--- src/rtl/reg_file_1wp_v.sv ---
// Register file with one addressed write port and a sequential clear engine.
// Ports: clock/reset, wr_valid/wr_ready/wr_addr/wr_data, clr_req/busy, snap, r_out, dirty.
module reg_file_1wp_v #(
  parameter int NREGS = 2,
  parameter int WIDTH = 16,
  parameter int AW    = 1
) (
  input  logic                   clock,
  input  logic                   reset,
  input  logic                   wr_valid,
  output logic                   wr_ready,
  input  logic [AW-1:0]          wr_addr,
  input  logic [WIDTH-1:0]       wr_data,
  input  logic                   clr_req,
  output logic                   busy,
  input  logic                   snap,
  output logic [NREGS*WIDTH-1:0] r_out,
  output logic [NREGS-1:0]       dirty
);

  typedef enum logic {
    IDLE,
    CLEAR
  } state_t;

  localparam logic [AW-1:0] LAST = AW'(NREGS - 1);

  state_t           state;
  state_t           state_nx;
  logic [AW-1:0]    cnt;
  logic [AW-1:0]    cnt_nx;
  logic             clr_step;
  logic             wr_fire;
  logic             in_range;
  logic [NREGS-1:0] set_vec;
  logic [WIDTH-1:0] regs [NREGS];

  // Out-of-range writes still handshake but touch nothing.
  assign in_range = (32'(wr_addr) < NREGS);
  assign wr_fire  = wr_valid & wr_ready & in_range;

  always_comb begin
    state_nx = state;
    cnt_nx   = cnt;
    wr_ready = 1'b0;
    busy     = 1'b0;
    clr_step = 1'b0;
    case (state)
      IDLE: begin
        wr_ready = 1'b1;
        if (clr_req) begin
          state_nx = CLEAR;
          cnt_nx   = '0;
        end
      end
      CLEAR: begin
        busy     = 1'b1;
        clr_step = 1'b1;
        cnt_nx   = cnt + 1'b1;
        if (cnt == LAST) begin
          state_nx = IDLE;
          cnt_nx   = '0;
        end
      end
      default: begin
        state_nx = IDLE;
        cnt_nx   = '0;
      end
    endcase
  end

  always_comb begin
    set_vec = '0;
    for (int i = 0; i < NREGS; i++) begin
      if (clr_step && cnt == AW'(i))
        set_vec[i] = 1'b1;
      if (wr_fire && wr_addr == AW'(i))
        set_vec[i] = 1'b1;
    end
  end

  always_ff @(posedge clock or posedge reset) begin
    if (reset) begin
      state <= IDLE;
      cnt   <= '0;
    end else begin
      state <= state_nx;
      cnt   <= cnt_nx;
    end
  end

  // Clear steps and writes never coincide: writes only fire in IDLE.
  always_ff @(posedge clock or posedge reset) begin
    if (reset) begin
      for (int i = 0; i < NREGS; i++)
        regs[i] <= '0;
    end else begin
      for (int i = 0; i < NREGS; i++) begin
        if (clr_step && cnt == AW'(i))
          regs[i] <= '0;
        else if (wr_fire && wr_addr == AW'(i))
          regs[i] <= wr_data;
      end
    end
  end

  // A set in the same cycle as snap wins.
  always_ff @(posedge clock or posedge reset) begin
    if (reset)
      dirty <= '0;
    else
      dirty <= (snap ? '0 : dirty) | set_vec;
  end

  // Reg 0 occupies the MSBs.
  always_comb begin
    r_out = '0;
    for (int i = 0; i < NREGS; i++)
      r_out[WIDTH*(NREGS-1-i) +: WIDTH] = regs[i];
  end

endmodule

--- config.mk ---
export PLATFORM = sky130hd
export DESIGN_NAME = reg_file_1wp_v
export DESIGN_NICKNAME = d
export VERILOG_FILES = /design/src/rtl/reg_file_1wp_v.sv
export SDC_FILE = /design/constraint.sdc
export NUM_CORES = 1
export LEC_CHECK = 0
export CORE_ASPECT_RATIO = 2
export CORE_MARGIN = 2
export CORE_UTILIZATION = 48
export CTS_BUF_LIST = sky130_fd_sc_hd__clkbuf_4
export DETAILED_ROUTE_END_ITERATION = 8
export PLACE_DENSITY_LB_ADDON = 0.1
export SLEW_MARGIN = 25
export SYNTH_ARGS = -nofsm -noshare
export SYNTH_HDL_FRONTEND = slang
export SYNTH_SLANG_ARGS = --single-unit
--- constraint.sdc ---
create_clock -name clock -period 2.65 [get_ports clock]
set_clock_uncertainty 0.1 [all_clocks]
set_input_delay 0.265 -clock clock [delete_from_list [all_inputs] [get_ports clock]]
set_output_delay 0.265 -clock clock [all_outputs]
set_load 0.005 [all_outputs]
==> results.py <==
metrics = {
    "status": {
        "status": "finished, final reports clean",
    },
    "die": {
        "rows": 28,
        "die_h_um": 83.2,
        "chipWidth_um": 43.6,
        "coreArea_um2": 2980,
        "start_util": 0.505,
        "fp.dieArea_um2": 3630,
        "io_pins": 58,
    },
    "logic_synthesis": {
        "syn_nets": 148,
        "synth-edff-count": 0,
        "synth_area_um2": 1510,
        "synth_most_common_cell": "dfrtp_1",
        "yosys_register_bits": 36,
        "syn_inst": 126,
        "synthDistinctLibCells": 15,
        "synthFlopType": "dfrtp_1",
        "synthArstFlopShare": 1.00,
        "ys_warn_count": 0,
        "synth_seq_area_share": 0.599,
        "synth_area_leaders": "dfrtp_1 60%, mux2i_1 11%, a22o_1 8.7%, o21ai_1 5.7%, nand2_1 4.5%",
        "syn_area_per_cell_um2": 11.9,
        "synth_largest_area_cell": "dfrtp_1",
        "synth_common_cells": "36 x dfrtp_1, 18 x nand2_1, 17 x mux2i_1, 17 x o21ai_1, 15 x a22o_1",
        "synth_top_area_frac": 0.599,
    },
    "clocking": {
        "tritoncts": "yes",
        "numCtsBuffers": 5,
        "ctsHoldBuffers": 0,
        "clock_path_buffers": 2,
        "clockRootBuffer": "clkbuf_4",
        "cts_setup_buffers": 0,
        "clock-sinks": 36,
        "ctsResizeCount": 0,
        "clkSlewWorstSetupHoldPaths_ps": 110,
        "worstSkewPairLatency_ps": 330,
        "htree_levels": 2,
    },
    "drt": {
        "wl_per_cell_um": 17.4,
        "drtAntennaViolNets": 0,
        "dr.pass1.iters": 2,
        "first_iter_violations": 19,
        "met3_length_um": 174,
        "wl_met1_um": 1460,
        "routed.top_layer": "met4",
        "met2RoutedLength_um": 2010,
        "avgViaCountPerCell": 5.49,
        "routed_wl_um": 3750,
        "vias": 1185,
        "drc_errors": 0,
    },
    "timing": {
        "fmax_ghz": 0.428,
        "fin_crit_ps": 2330,
        "fin_ws_ps": 315,
        "setup_tns_ps": 0,
        "relSlewSlack": 0.452,
        "drv_slew": 0,
        "worst_slew_pin_slew_ps": 822,
        "final-hold-violation-count": 0,
        "setup_viol": 0,
        "finalCritPeriodShare": 0.881,
        "rsz0062_at_grt": "false",
    },
    "grt": {
        "antenna_found_initial": 0,
        "grt_pass1_vias": 1216,
        "grt_max_degree": 37,
        "grt_overflow": 0,
        "grtUsageTotal": 0.226,
        "grt_pass1_wl_um": 6190,
    },
    "cells_and_area": {
        "drive_above_1_share": 0.0591,
        "antenna_cells": 0,
        "final_util": 0.717,
        "final_nets": 207,
        "syn_to_final_growth_pct": 41.8,
        "fin_area_um2": 2130,
        "fillers": 234,
    },
    "worst_setup_path": {
        "crit_arrival_ps": 1970,
        "cp-end-kind": "output port",
        "crit_path_end": "wr_ready",
        "r2r-start": "state",
        "rr_worst_depth": 3,
        "ff2ff_setup_slack_ps": 680,
        "setup.worst_path.start": "state",
        "critical_path_class": "register to output port",
        "critPathMaxFanout": 24,
        "cp-start-kind": "register",
        "timing.rr.end": "r_out[23]",
        "worst_ep_required_time_ps": 2290,
    },
    "placed_design": {
        "portBuffers": 57,
        "dp_slack_ps": 490,
        "hpwlAfterDp_um": 2710,
        "placed_cell_area_um2": 2080,
        "gp_congestion": 0.879,
    },
    "power_and_ir_drop": {
        "peakVddDrop_mv": 0.544,
        "leakage_nw": 1.03,
        "p_per_area_nw_per_um2": 1030,
        "power_mw": 2.21,
    },
    "worst_hold_path": {
        "hp-class": "input pin to async pin",
    },
    "flow_run": {
        "drv_cap": 0,
    },
}
[final cells by class]
| cell class | instances | area [um2] | share of cell area |
|---|---|---|---|
| clock buffer | 7 | 52.6 | 0.0246 |
| clock inverter | 1 | 3.75 | 0.00176 |
| inverter | 3 | 11.3 | 0.00528 |
| multi-input combinational | 79 | 536 | 0.251 |
| sequential | 36 | 901 | 0.422 |
| tap | 30 | 37.5 | 0.0176 |
| timing repair buffer | 60 | 593 | 0.278 |
[flip-flops by register name (all words and copies together) (netlist names)]
register / cells
r_out: 32
dirty: 2
cnt: 1
state: 1
[logic make-up after synthesis]
| group | count (synthesis) | synth area share |
|---|---|---|
| AO/OA/AOI/OAI | 38 | 0.175 |
| buffers and inverters | 11 | 0.0457 |
| flip-flops | 36 | 0.599 |
| multiplexers | 17 | 0.113 |
| AND/OR/NAND/NOR | 24 | 0.0673 |
[worst min-delay path by stage]
stage	start	end	slack, ps	cells past startpoint
floorplan	clr_req	state	290	1
global placement	cnt	cnt	380	1
detailed placement	dirty[1]	dirty[1]	390	1
CTS	reset	r_out[17]	230	3
global route	reset	r_out[17]	260	3
finish	reset	r_out[20]	220	3
[worst max-delay path, stage by stage, from the launching register on]
cell and delay [ps]:
dfrtp_1 890, inv_1 230, clkdlybuf4s50_1 510
[power by group]
| part | total (mW) | switching (mW) | internal (mW) |
|---|---|---|---|
| combinational | 0.936 | 0.354 | 0.582 |
| sequential | 0.976 | 0.209 | 0.767 |
| clock | 0.295 | 0.172 | 0.123 |
[per-layer routing]
| metal | vias to the layer above | track usage |
|---|---|---|
| met5 | - | 0 |
| met4 | 0 | 0.0882 |
| met3 | 9 | 0.0543 |
| met2 | 36 | 0.369 |
| met1 | 575 | 0.278 |
| li1 | 565 | - |
[stage by stage]
stage,cells,hold slack [ps]
after floorplan,126,286
after global placement,208,376
after detailed placement,208,392
after CTS,216,234
after global routing,216,265
final,216,220
[cells in the final DEF, fill, tap and decap left out]
cell,n
and2_4,1
a211o_1,2
o21ai_1,17
clkinv_1,1
a21o_1,4
and2b_1,1
buf_4,3
nand2_1,18
dfrtp_1,36
a22o_1,15
mux2i_1,17
nand2b_1,1
nor2_1,3
clkdlybuf4s50_1,57
inv_1,3
clkbuf_4,7
No activity file was read; power rests on OpenSTA's default activity.
